### src/rtl/ex_hazard_ctrl_pkg.sv
// Shared definitions for the EX-stage hazard/forwarding controller:
// forward-bus source codes, FSM state encodings and the shadow-entry layout.
package ex_hazard_ctrl_pkg;

   localparam int REG_AW = 5;

   // Source selected onto the shared EX Forward_data bus
   localparam logic FWD_SRC_MEM = 1'b0;   // ALU result sitting in MEM
   localparam logic FWD_SRC_WB  = 1'b1;   // write data sitting in WB

   typedef enum logic [1:0] {
      HZ_RUN        = 2'd0,
      HZ_LOAD_STALL = 2'd1,
      HZ_CONF_STALL = 2'd2
   } hz_state_e;

   // One in-flight instruction as seen by the hazard logic
   typedef struct packed {
      logic              valid;
      logic [REG_AW-1:0] rd;
      logic              wen;
      logic              is_load;
   } shadow_entry_t;

   // A producer feeds a consumer operand only if it really writes a
   // non-zero register that the operand really reads.
   function automatic logic entry_match(input shadow_entry_t e,
                                        input logic [REG_AW-1:0] rs,
                                        input logic rs_used);
      return e.valid & e.wen & (e.rd != '0) & rs_used & (e.rd == rs);
   endfunction

endpackage

### src/rtl/ex_hazard_ctrl_if.sv
// ID-side inputs and EX/IF control outputs of the hazard controller.
// master: pipeline side that drives ID fields; slave: the controller.
interface ex_hazard_ctrl_if;

   logic                               id_valid;
   logic [ex_hazard_ctrl_pkg::REG_AW-1:0] id_rs1;
   logic [ex_hazard_ctrl_pkg::REG_AW-1:0] id_rs2;
   logic                               id_rs1_used;
   logic                               id_rs2_used;
   logic [ex_hazard_ctrl_pkg::REG_AW-1:0] id_rd;
   logic                               id_wen;
   logic                               id_is_load;
   logic                               ex_redirect;

   logic                               stall_if;
   logic                               flush_if_id;
   logic                               flush_id_ex;
   logic                               fwd_a_sel;
   logic                               fwd_b_sel;
   logic                               fwd_src;
   logic [1:0]                         hz_state;

   modport master (
      output id_valid, id_rs1, id_rs2, id_rs1_used, id_rs2_used,
             id_rd, id_wen, id_is_load, ex_redirect,
      input  stall_if, flush_if_id, flush_id_ex,
             fwd_a_sel, fwd_b_sel, fwd_src, hz_state
   );

   modport slave (
      input  id_valid, id_rs1, id_rs2, id_rs1_used, id_rs2_used,
             id_rd, id_wen, id_is_load, ex_redirect,
      output stall_if, flush_if_id, flush_id_ex,
             fwd_a_sel, fwd_b_sel, fwd_src, hz_state
   );

endinterface

### src/rtl/ex_hazard_ctrl_hz_shadow_pipe.sv
// Shadow EX/MEM/WB chain mirroring the destination info of in-flight
// instructions. A bubble is inserted at EX whenever ID does not advance.
module hz_shadow_pipe
   import ex_hazard_ctrl_pkg::*;
(
   input  logic          cpu_clk,
   input  logic          cpu_rst,
   input  shadow_entry_t id_entry,
   input  logic          bubble,
   output shadow_entry_t ex_entry,
   output shadow_entry_t mem_entry,
   output shadow_entry_t wb_entry
);

   // Shift every edge; EX takes the ID instruction or an invalid bubble.
   always_ff @(posedge cpu_clk or posedge cpu_rst) begin
      if (cpu_rst) begin
         ex_entry  <= '0;
         mem_entry <= '0;
         wb_entry  <= '0;
      end else begin
         ex_entry  <= bubble ? shadow_entry_t'('0) : id_entry;
         mem_entry <= ex_entry;
         wb_entry  <= mem_entry;
      end
   end

endmodule

### src/rtl/ex_hazard_ctrl.sv
// EX-stage hazard/forwarding controller. Detects load-use and shared
// forward-bus conflicts, inserts one-cycle bubbles, and registers the EX
// forward selects plus the single Forward_data source.
// Optional build macro: HAZ_PERF_CNT_EN adds saturating event counters.
module ex_hazard_ctrl
   import ex_hazard_ctrl_pkg::*;
(
   input  logic         cpu_clk,
   input  logic         cpu_rst,
   ex_hazard_ctrl_if.slave hz
`ifdef HAZ_PERF_CNT_EN
   ,
   output logic [31:0]  perf_load,
   output logic [31:0]  perf_conf,
   output logic [31:0]  perf_redir
`endif
);

   shadow_entry_t id_entry, ex_entry, mem_entry, wb_entry;
   hz_state_e     state_q, state_nxt;

   logic a_d1, a_d2, b_d1, b_d2;
   logic a_fwd, b_fwd, a_src, b_src;
   logic load_hz, conf_hz, redirect;
   logic stall_if, flush_if_id, flush_id_ex;
   logic fwd_a_q, fwd_b_q, fwd_src_q;

   // WB producers are served by the register-file bypass; the entry is kept
   // only so the shadow chain mirrors the real pipeline for trace.
   logic unused_wb;
   assign unused_wb = ^wb_entry;

   assign id_entry = '{valid: hz.id_valid, rd: hz.id_rd,
                       wen: hz.id_wen, is_load: hz.id_is_load};

   hz_shadow_pipe u_shadow (
      .cpu_clk   (cpu_clk),
      .cpu_rst   (cpu_rst),
      .id_entry  (id_entry),
      .bubble    (flush_id_ex),
      .ex_entry  (ex_entry),
      .mem_entry (mem_entry),
      .wb_entry  (wb_entry)
   );

   // Distance-1 (EX) wins over distance-2 (MEM) for the same operand.
   assign a_d1  = hz.id_valid & entry_match(ex_entry,  hz.id_rs1, hz.id_rs1_used);
   assign a_d2  = hz.id_valid & entry_match(mem_entry, hz.id_rs1, hz.id_rs1_used);
   assign b_d1  = hz.id_valid & entry_match(ex_entry,  hz.id_rs2, hz.id_rs2_used);
   assign b_d2  = hz.id_valid & entry_match(mem_entry, hz.id_rs2, hz.id_rs2_used);
   assign a_fwd = a_d1 | a_d2;
   assign b_fwd = b_d1 | b_d2;
   assign a_src = a_d1 ? FWD_SRC_MEM : FWD_SRC_WB;
   assign b_src = b_d1 ? FWD_SRC_MEM : FWD_SRC_WB;

   // A load result is not on the bus until WB, so a distance-1 load must wait.
   assign load_hz  = (a_d1 | b_d1) & ex_entry.is_load;
   // Both operands forward but from different stages: the one bus cannot serve both.
   assign conf_hz  = a_fwd & b_fwd & (a_src != b_src);
   assign redirect = hz.ex_redirect & ~cpu_rst;

   // Hold the FSM state; reset drops any pending stall immediately.
   always_ff @(posedge cpu_clk or posedge cpu_rst) begin
      if (cpu_rst) state_q <= HZ_RUN;
      else         state_q <= state_nxt;
   end

   // Next state and pipeline controls; redirect overrides, stalls never chain.
   always_comb begin
      state_nxt   = HZ_RUN;
      stall_if    = 1'b0;
      flush_if_id = 1'b0;
      flush_id_ex = 1'b0;
      if (redirect) begin
         flush_if_id = 1'b1;
         flush_id_ex = 1'b1;
      end else if (state_q == HZ_RUN) begin
         if (load_hz) begin
            stall_if    = 1'b1;
            flush_id_ex = 1'b1;
            state_nxt   = HZ_LOAD_STALL;
         end else if (conf_hz) begin
            stall_if    = 1'b1;
            flush_id_ex = 1'b1;
            state_nxt   = HZ_CONF_STALL;
         end
      end
   end

   // Forward controls for the instruction entering EX; bubbles carry none.
   always_ff @(posedge cpu_clk or posedge cpu_rst) begin
      if (cpu_rst) begin
         fwd_a_q   <= 1'b0;
         fwd_b_q   <= 1'b0;
         fwd_src_q <= FWD_SRC_MEM;
      end else if (flush_id_ex) begin
         fwd_a_q   <= 1'b0;
         fwd_b_q   <= 1'b0;
         fwd_src_q <= FWD_SRC_MEM;
      end else begin
         fwd_a_q   <= a_fwd;
         fwd_b_q   <= b_fwd;
         fwd_src_q <= a_fwd ? a_src : (b_fwd ? b_src : FWD_SRC_MEM);
      end
   end

`ifdef HAZ_PERF_CNT_EN
   // Count stall and redirect event cycles, sticking at all-ones.
   always_ff @(posedge cpu_clk or posedge cpu_rst) begin
      if (cpu_rst) begin
         perf_load  <= '0;
         perf_conf  <= '0;
         perf_redir <= '0;
      end else begin
         if ((state_nxt == HZ_LOAD_STALL) && (perf_load != '1))  perf_load  <= perf_load + 32'd1;
         if ((state_nxt == HZ_CONF_STALL) && (perf_conf != '1))  perf_conf  <= perf_conf + 32'd1;
         if (redirect && (perf_redir != '1))                     perf_redir <= perf_redir + 32'd1;
      end
   end
`endif

   assign hz.stall_if    = stall_if;
   assign hz.flush_if_id = flush_if_id;
   assign hz.flush_id_ex = flush_id_ex;
   assign hz.fwd_a_sel   = fwd_a_q;
   assign hz.fwd_b_sel   = fwd_b_q;
   assign hz.fwd_src     = fwd_src_q;
   assign hz.hz_state    = state_q;

endmodule

### src/flat_wrapper.sv
// flat-port wrapper written by rule: the top's interface ports become plain ports
module ex_hazard_ctrl_flat import ex_hazard_ctrl_pkg::*;
  (cpu_clk, cpu_rst, hz_id_valid, hz_id_rs1, hz_id_rs2, hz_id_rs1_used, hz_id_rs2_used, hz_id_rd, hz_id_wen, hz_id_is_load, hz_ex_redirect, hz_stall_if, hz_flush_if_id, hz_flush_id_ex, hz_fwd_a_sel, hz_fwd_b_sel, hz_fwd_src, hz_hz_state);
  ex_hazard_ctrl_if hz_i ();
  input  logic cpu_clk;
  input  logic cpu_rst;
  input wire logic [$bits(hz_i.id_valid)-1:0] hz_id_valid;
  input wire logic [$bits(hz_i.id_rs1)-1:0] hz_id_rs1;
  input wire logic [$bits(hz_i.id_rs2)-1:0] hz_id_rs2;
  input wire logic [$bits(hz_i.id_rs1_used)-1:0] hz_id_rs1_used;
  input wire logic [$bits(hz_i.id_rs2_used)-1:0] hz_id_rs2_used;
  input wire logic [$bits(hz_i.id_rd)-1:0] hz_id_rd;
  input wire logic [$bits(hz_i.id_wen)-1:0] hz_id_wen;
  input wire logic [$bits(hz_i.id_is_load)-1:0] hz_id_is_load;
  input wire logic [$bits(hz_i.ex_redirect)-1:0] hz_ex_redirect;
  output wire logic [$bits(hz_i.stall_if)-1:0] hz_stall_if;
  output wire logic [$bits(hz_i.flush_if_id)-1:0] hz_flush_if_id;
  output wire logic [$bits(hz_i.flush_id_ex)-1:0] hz_flush_id_ex;
  output wire logic [$bits(hz_i.fwd_a_sel)-1:0] hz_fwd_a_sel;
  output wire logic [$bits(hz_i.fwd_b_sel)-1:0] hz_fwd_b_sel;
  output wire logic [$bits(hz_i.fwd_src)-1:0] hz_fwd_src;
  output wire logic [$bits(hz_i.hz_state)-1:0] hz_hz_state;
  assign hz_i.id_valid = hz_id_valid;
  assign hz_i.id_rs1 = hz_id_rs1;
  assign hz_i.id_rs2 = hz_id_rs2;
  assign hz_i.id_rs1_used = hz_id_rs1_used;
  assign hz_i.id_rs2_used = hz_id_rs2_used;
  assign hz_i.id_rd = hz_id_rd;
  assign hz_i.id_wen = hz_id_wen;
  assign hz_i.id_is_load = hz_id_is_load;
  assign hz_i.ex_redirect = hz_ex_redirect;
  assign hz_stall_if = hz_i.stall_if;
  assign hz_flush_if_id = hz_i.flush_if_id;
  assign hz_flush_id_ex = hz_i.flush_id_ex;
  assign hz_fwd_a_sel = hz_i.fwd_a_sel;
  assign hz_fwd_b_sel = hz_i.fwd_b_sel;
  assign hz_fwd_src = hz_i.fwd_src;
  assign hz_hz_state = hz_i.hz_state;
  ex_hazard_ctrl u_core (.cpu_clk(cpu_clk), .cpu_rst(cpu_rst), .hz(hz_i));
endmodule
### config.mk
export PLATFORM = sky130hd
export DESIGN_NAME = ex_hazard_ctrl_flat
export DESIGN_NICKNAME = d
export VERILOG_FILES = /design/src/rtl/ex_hazard_ctrl_pkg.sv /design/src/rtl/ex_hazard_ctrl_if.sv /design/src/rtl/ex_hazard_ctrl_hz_shadow_pipe.sv /design/src/rtl/ex_hazard_ctrl.sv /design/src/flat_wrapper.sv
export SDC_FILE = /design/constraint.sdc
export NUM_CORES = 1
export LEC_CHECK = 0
export BUFFER_PORTS_ARGS = -buffer_cell sky130_fd_sc_hd__buf_2
export CORE_ASPECT_RATIO = 1.25
export CORE_UTILIZATION = 45
export CTS_CLUSTER_SIZE = 10
export DETAILED_ROUTE_END_ITERATION = 6
export PLACE_DENSITY = 0.77
export SETUP_SLACK_MARGIN = 0.5
export SYNTH_ARGS = -nofsm -noshare
export SYNTH_HDL_FRONTEND = slang
export SYNTH_SLANG_ARGS = --single-unit
### constraint.sdc
create_clock -name cpu_clk -period 6.6 [get_ports cpu_clk]
set_input_delay 0.99 -clock cpu_clk [delete_from_list [all_inputs] [get_ports cpu_clk]]
set_output_delay 0.99 -clock cpu_clk [all_outputs]
set_load 0.1 [all_outputs]
==> impl_metrics.py, run 1 <==
metrics = {
    "critical_path": {
        "path_max_fanout": 12,
        "critical_path_class": "in2out",
        "crit_chain": "buf_2 > xnor2_1 > nand4_1 > nor4_1 > inv_1 > ha_1 > and2_1 > o221a_2 > nand2b_1 > buf_2",
        "r2r_setup_slack_ns": 3.85,
        "crit_required_ns": 5.61,
        "critPathTopFamily": "simple AND/OR/NAND/NOR gates",
        "slowest_delay_ns": 0.55,
        "cp-startpoint": "hz_id_rs2[1]",
        "r2r_start": "u_core.u_shadow.ex_entry[3]$_DFF_PP0_",
        "worst-path-buf-inv": 3,
        "crit_end": "hz_flush_id_ex",
        "r2r-end": "u_core.hz.fwd_b_sel$_DFF_PP0_",
        "ff2ff_path_depth": 9,
        "end_kind": "output pin",
        "cp.depth": 10,
        "crit_top_cell": "buf_2",
        "slowest_stage": "nor4_1",
        "critPathArrivalTime_ns": 3.39,
        "cp-start-kind": "primary input",
    },
    "power_and_ir_drop": {
        "max-vdd-ir-drop_mv": 0.1223,
        "p_per_area_nw_per_um2": 191.7,
        "p_leak_nw": 0.5831,
    },
    "layout": {
        "num_antenna_cells": 0,
        "syn_to_final_growth_pct": 18.41,
        "final_cell_mix": "buf_2 (30), dfrtp_1 (20), xnor2_1 (16), nand2_1 (11), nor2_1 (11)",
        "design_area_um2": 1175,
        "drive_above_1_share_pct": 30.16,
        "final_common_cell": "buf_2",
        "nets": 152,
    },
    "synthesis": {
        "syn_nets": 119,
        "syn_area_per_cell_um2": 10.44,
        "synth_edf_count": 0,
        "synthArstFlopShare_pct": 100.0,
        "syn-cell-area_um2": 992.2,
        "ys_seq_elements": 20,
        "synthCells": 95,
        "seq_area_frac_synth_pct": 50.44,
        "synth-main-ff-cell": "dfrtp_1",
        "yosysWarnings": 0,
        "ys_types": 26,
    },
    "cts": {
        "postCtsSetupBuffers": 0,
        "cts.clk_slew.worst_paths_ns": 0.10,
        "cts-buffers-inserted": 3,
        "clock_sinks": 20,
        "cts_root_buffer": "clkbuf_4",
        "clk_latency_ns": 0.28,
        "clockBufferDepth": 2,
        "h-tree-depth": 1,
        "cts_hold_buffers": 0,
        "cts_tree": "done",
        "ctsResizeCount": 0,
    },
    "sta": {
        "rsz0062_at_grt": "no",
        "fmax_mhz": 228.4,
        "setup_viol": 0,
        "tightest_slew_ns": 0.7992,
        "min_period_over_period_pct": 66.32,
        "slew_viol_final": 0,
        "setup_tns_ns": 0,
        "fin_crit_ns": 4.377,
        "fin_worst_skew_ns": 0.001773,
        "relSlewSlack_pct": 46.72,
        "hold_viol_final": 0,
    },
    "routing": {
        "wl_per_cell_um": 13.68,
        "vias": 767,
        "drtIter0Drc": 10,
        "routed_via_density": 5.253,
        "totalWireLength_mm": 1.997,
        "drc": 2,
        "ant_nets": 0,
        "drt_pass1_iterations": 6,
    },
    "floorplan": {
        "die_area_um2": 2398,
        "io_pins": 31,
        "rows": 18,
        "die_w_um": 44,
        "initial_core_util_pct": 48.95,
        "die_height_um": 54.50,
        "fp.coreArea_um2": 2027,
    },
    "flow_run": {
        "cap_violations": 0,
    },
    "grt": {
        "grt_pass1_vias": 776,
        "gr-total-overflow": 0,
        "antenna_found_initial": 0,
        "grt_usage_pct": 19.42,
        "grt_max_degree": 22,
        "grt_pass1_wl_mm": 3.256,
    },
    "place": {
        "hpwl_mm": 1.632,
        "place_area_um2": 1152,
        "portBuffers": 30,
        "place_congestion": 0.8626,
    },
    "outcome": {
        "violations": "design-rule violations",
        "outcome": "finished, violations left",
    },
    "worst_hold_path": {
        "holdPathStages": 0,
        "hold_start": "u_core.u_shadow.ex_entry[7]$_DFF_PP0_",
        "hold_path_class": "reg2reg",
    },
}
==> area by class of cell <==
class,instances,area (µm²)
repair buffers,30,150.1
inverters,4,15.01
fillers,189,852.1
multi-input cells,69,461.7
clock buffers,3,22.52
flip-flops and latches,20,500.5
well taps,20,25.02
==> metrics by stage <==
stage	util, %	setup slack [ns]	power (mW)	cells	hold slack, ns
6_report	57.96	2.223	0.2252	146	0.4005
5_1_grt	57.96	1.997	0.2370	146	0.4192
4_1_cts	57.96	2.218	0.2282	146	0.4050
3_5_place_dp	56.85	2.228	0.1750	143	0.3819
3_3_place_gp	56.85	2.332	0.1730	143	0.3747
2_1_floorplan	-	2.077	0.1606	95	0.3710
==> cell families after synthesis <==
logic type	share of synthesized area (%)
compound gates	7.062
xor+xnor	17.65
fa+ha+maj	1.261
buf+inv	3.026
flops	50.44
simple gates	20.55
==> worst reg2reg max path, stage by stage, from the launching register on <==
cell and delay (ns):
dfrtp_1 0.44, or4_1 0.55, o211ai_2 0.22, nor4_1 0.14, inv_1 0.09, ha_1 0.15, nor2b_1 0.06, a21oi_1 0.65
o21ai_0 0.24, nor2_1 0.14
==> power breakdown <==
group / total (mW) / internal [mW] / switching [mW]
clock: 0.0529 / 0.0212 / 0.0317
sequential: 0.135 / 0.128 / 0.00655
combinational: 0.0374 / 0.0164 / 0.0209
==> how the worst min path moves through the flow <==
stage	endpoint	slack, ns
2_1_floorplan	u_core.u_shadow.mem_entry[7]$_DFF_PP0_	0.37
3_3_place_gp	u_core.u_shadow.mem_entry[7]$_DFF_PP0_	0.37
3_5_place_dp	u_core.u_shadow.mem_entry[7]$_DFF_PP0_	0.38
4_1_cts	u_core.u_shadow.mem_entry[1]$_DFF_PP0_	0.40
5_1_grt	u_core.u_shadow.mem_entry[1]$_DFF_PP0_	0.42
6_report	u_core.u_shadow.mem_entry[7]$_DFF_PP0_	0.40
==> synth_stat cells (2+ instances only) <==
master	n	area (µm²)
nand4_1	4	25.02
o21ai_0	2	10.01
nand2_1	11	41.29
or4_1	2	15.01
dfrtp_1	20	500.5
nor2_1	11	41.29
inv_1	4	15.01
a21oi_1	2	10.01
xnor2_1	16	140.1
nor4_1	3	18.77
o211ai_2	2	25.02
xor2_1	4	35.03
==> sequential cells by signal, summed over array words and instances (netlist names) <==
name,flops
u_core.u_shadow.ex_entry,8
u_core.hz.fwd_a_sel,1
u_core.hz.fwd_b_sel,1
u_core.u_shadow.mem_entry,7
u_core.hz.hz_state,2
u_core.hz.fwd_src,1
==> routing by layer <==
| layer | vias to the layer above | part of all wire [%] | GRT usage, % |
|---|---|---|---|
| met5 | - | 0 | 0 |
| met4 | 0 | 0.85 | 10.10 |
| met3 | 2 | 5.3 | 2.310 |
| met2 | 24 | 52 | 34.80 |
| met1 | 354 | 42 | 22.70 |
| li1 | 387 | - | - |
Power figures use the tool's default switching activity.
==> run 2: changes to the inputs <==
--- a/config.mk
+++ b/config.mk
@@ -7,10 +7,10 @@
 export LEC_CHECK = 0
 export BUFFER_PORTS_ARGS = -buffer_cell sky130_fd_sc_hd__buf_2
 export CORE_ASPECT_RATIO = 1.25
-export CORE_UTILIZATION = 45
+export CORE_UTILIZATION = 44
 export CTS_CLUSTER_SIZE = 10
 export DETAILED_ROUTE_END_ITERATION = 6
-export PLACE_DENSITY = 0.77
+export PLACE_DENSITY = 0.78
 export SETUP_SLACK_MARGIN = 0.5
 export SYNTH_ARGS = -nofsm -noshare
 export SYNTH_HDL_FRONTEND = slang
==> constraint.sdc (replaced) <==
create_clock -name cpu_clk -period 4 [get_ports cpu_clk]
set_input_delay 0.6 -clock cpu_clk [delete_from_list [all_inputs] [get_ports cpu_clk]]
set_output_delay 0.6 -clock cpu_clk [all_outputs]
set_load 0.1 [all_outputs]
==> impl_metrics.py, run 2 (synthesized netlist as in run 1, its figures left out) <==
metrics = {
    "outcome": {
        "outcome": "completed",
    },
    "cts": {
        "h-tree-depth": 1,
        "cts-buffers-inserted": 3,
        "clk_latency_ns": 0.29,
        "cts.clk_slew.worst_paths_ns": 0.11,
        "cts_root_buffer": "clkbuf_4",
        "clockBufferDepth": 2,
        "cts_tree": "done",
        "clock_sinks": 20,
    },
    "floorplan": {
        "die_w_um": 44.48,
        "io_pins": 31,
        "rows": 18,
        "initial_core_util_pct": 48.41,
        "die_area_um2": 2450,
        "die_height_um": 55.09,
        "fp.coreArea_um2": 2049,
    },
    "power_and_ir_drop": {
        "p_leak_nw": 0.6271,
        "max-vdd-ir-drop_mv": 0.2644,
        "power_frac_seq_pct": 49.9,
        "p_per_area_nw_per_um2": 351.7,
        "switchingPower_uw": 103.7,
        "swShare_pct": 23.32,
        "pwr-share-comb_pct": 14.2,
        "intPower_uw": 341.2,
        "p_clk_share_pct": 35.9,
    },
    "layout": {
        "fillers": 182,
        "syn_to_final_growth_pct": 27.49,
        "final_cell_mix": "buf_2 (28), dfrtp_1 (20), xnor2_1 (16), nand2_1 (11), nor2_1 (11)",
        "regMostFlops": "u_core.u_shadow.ex_entry",
        "largest_reg_flops": 8,
        "nets": 154,
        "drive_above_1_share_pct": 33.33,
        "num_antenna_cells": 0,
        "post-route-util_pct": 61.72,
        "final_common_cell": "buf_2",
    },
    "worst_hold_path": {
        "hold_path_class": "in2async",
    },
    "sta": {
        "hold_viol_final": 0,
        "tightest_slew_ns": 0.7174,
        "slew_viol_final": 0,
        "rsz0062_at_grt": "yes",
        "fin_crit_ns": 3.376,
        "setup_tns_ns": 0,
        "relSlewSlack_pct": 52.12,
        "fin_worst_skew_ns": 0.004541,
        "min_period_over_period_pct": 84.39,
        "fin_ws_ns": 0.6245,
        "fmax_mhz": 296.3,
        "setup_viol": 0,
    },
    "grt": {
        "gr-total-overflow": 0,
        "grt_usage_pct": 19.03,
        "antenna_found_initial": 0,
        "grt_pass1_vias": 772,
        "grt_pass1_wl_mm": 3.298,
        "grt_max_degree": 22,
    },
    "place": {
        "portBuffers": 30,
        "hpwl_mm": 1.597,
        "pre_cts_ws_ns": 0.5795,
        "place_congestion": 0.8967,
    },
    "critical_path": {
        "critPathArrivalTime_ns": 2.78,
        "critical_path_class": "reg2out",
        "end_kind": "output pin",
        "cp-start-kind": "flip-flop",
        "crit_chain": "or4_1 > o211ai_2 > nor4_1 > buf_4 > inv_1 > ha_1 > and2_1 > o221a_4 > nand2b_1 > buf_6",
        "critPathTopFamily": "simple AND/OR/NAND/NOR gates",
        "r2r_setup_slack_ns": 1.54,
        "worst-path-buf-inv": 3,
        "path_max_fanout": 12,
        "slowest_delay_ns": 0.55,
        "slowest_stage": "or4_1",
        "crit_required_ns": 3.40,
    },
    "routing": {
        "wl_per_cell_um": 12.68,
        "drc": 0,
        "routed_via_density": 4.981,
        "totalWireLength_mm": 2.016,
        "drtIter0Drc": 13,
        "vias": 792,
        "ant_nets": 0,
        "drt_pass1_iterations": 4,
    },
    "flow_run": {
        "cap_violations": 0,
    },
}
==> run 2: changes by cell type in the layout (fill, tap and decap cells not counted) <==
cell	change
o221a_4	+1
buf_4	+3
a21oi_4	+1
o221a_2	-1
buf_2	-2
a21oi_1	-1
o21bai_2	+1
buf_6	+1
bufinv_16	+1
o21bai_1	-1
==> run 2: worst reg2reg max path: cells and delay by family (launching register included) <==
| family | cells | cell delay [ns] |
|---|---|---|
| simple gates | 4 | 0.84 |
| compound gates | 3 | 0.71 |
| flops | 1 | 0.45 |
| buf+inv | 2 | 0.23 |
| fa+ha+maj | 1 | 0.16 |
==> run 2: what timing repair did <==
action | 4_1_cts | 5_1_grt
setup endpoints to repair | 1 | 2
hold buffers | 0 | 0
setup buffers | 0 | 0
resized for setup | 2 | 5
pin swaps | 0 | 0
==> run 2: layout make-up <==
type                       count  area, µm²  area share, %
clock buffer                   3      22.52          1.780
clock inverter                 1      30.03          2.374
inverter                       4      15.01          1.187
multi-input combinational     69      485.5          38.38
sequential                    20      500.5          39.56
tap                           30      37.54          2.967
timing repair buffer          32      173.9          13.75
==> run 2: per-layer routing <==
metal  share of wire, %  global-route usage [%]
met1                 41                   22.53
met2                 51                   33.58
met3                5.1                   2.273
met4                2.3                   10.61
met5                  0                       0
==> run 2: path summary, 6_finish.rpt <==
path / from / to / depth (start not counted)
min: cpu_rst / u_core.u_shadow.ex_entry[1]$_DFF_PP0_ / 2
min reg2reg: u_core.u_shadow.ex_entry[1]$_DFF_PP0_ / u_core.u_shadow.mem_entry[1]$_DFF_PP0_ / 0
max: u_core.u_shadow.ex_entry[4]$_DFF_PP0_ / hz_flush_id_ex / 10
min in group cpu_clk: u_core.u_shadow.ex_entry[1]$_DFF_PP0_ / u_core.u_shadow.mem_entry[1]$_DFF_PP0_ / 0
max reg2reg: u_core.u_shadow.ex_entry[4]$_DFF_PP0_ / u_core.hz.fwd_a_sel$_DFF_PP0_ / 10
max in group asynchronous: cpu_rst / u_core.u_shadow.ex_entry[7]$_DFF_PP0_ / 2
==> run 2: through the flow <==
step                area [µm²]  cells  hold WS (ns)  total power, mW
floorplan                996.0     95        0.3710           0.2650
global placement          1184    155        0.3755           0.2856
detailed placement        1184    155        0.3779           0.2883
CTS                       1242    159        0.4031           0.4483
global route              1265    159        0.4135           0.4665
finish                    1265    159        0.4018           0.4449
==> run 2: power by group through the flow <==
stage	sequential, mW	combinational [mW]	clock [mW]
2_1_floorplan	0.224	0.0409	0
3_3_place_gp	0.225	0.0601	0
3_5_place_dp	0.226	0.0622	0
4_1_cts	0.222	0.0631	0.163
5_1_grt	0.223	0.0704	0.173
6_report	0.222	0.0633	0.160
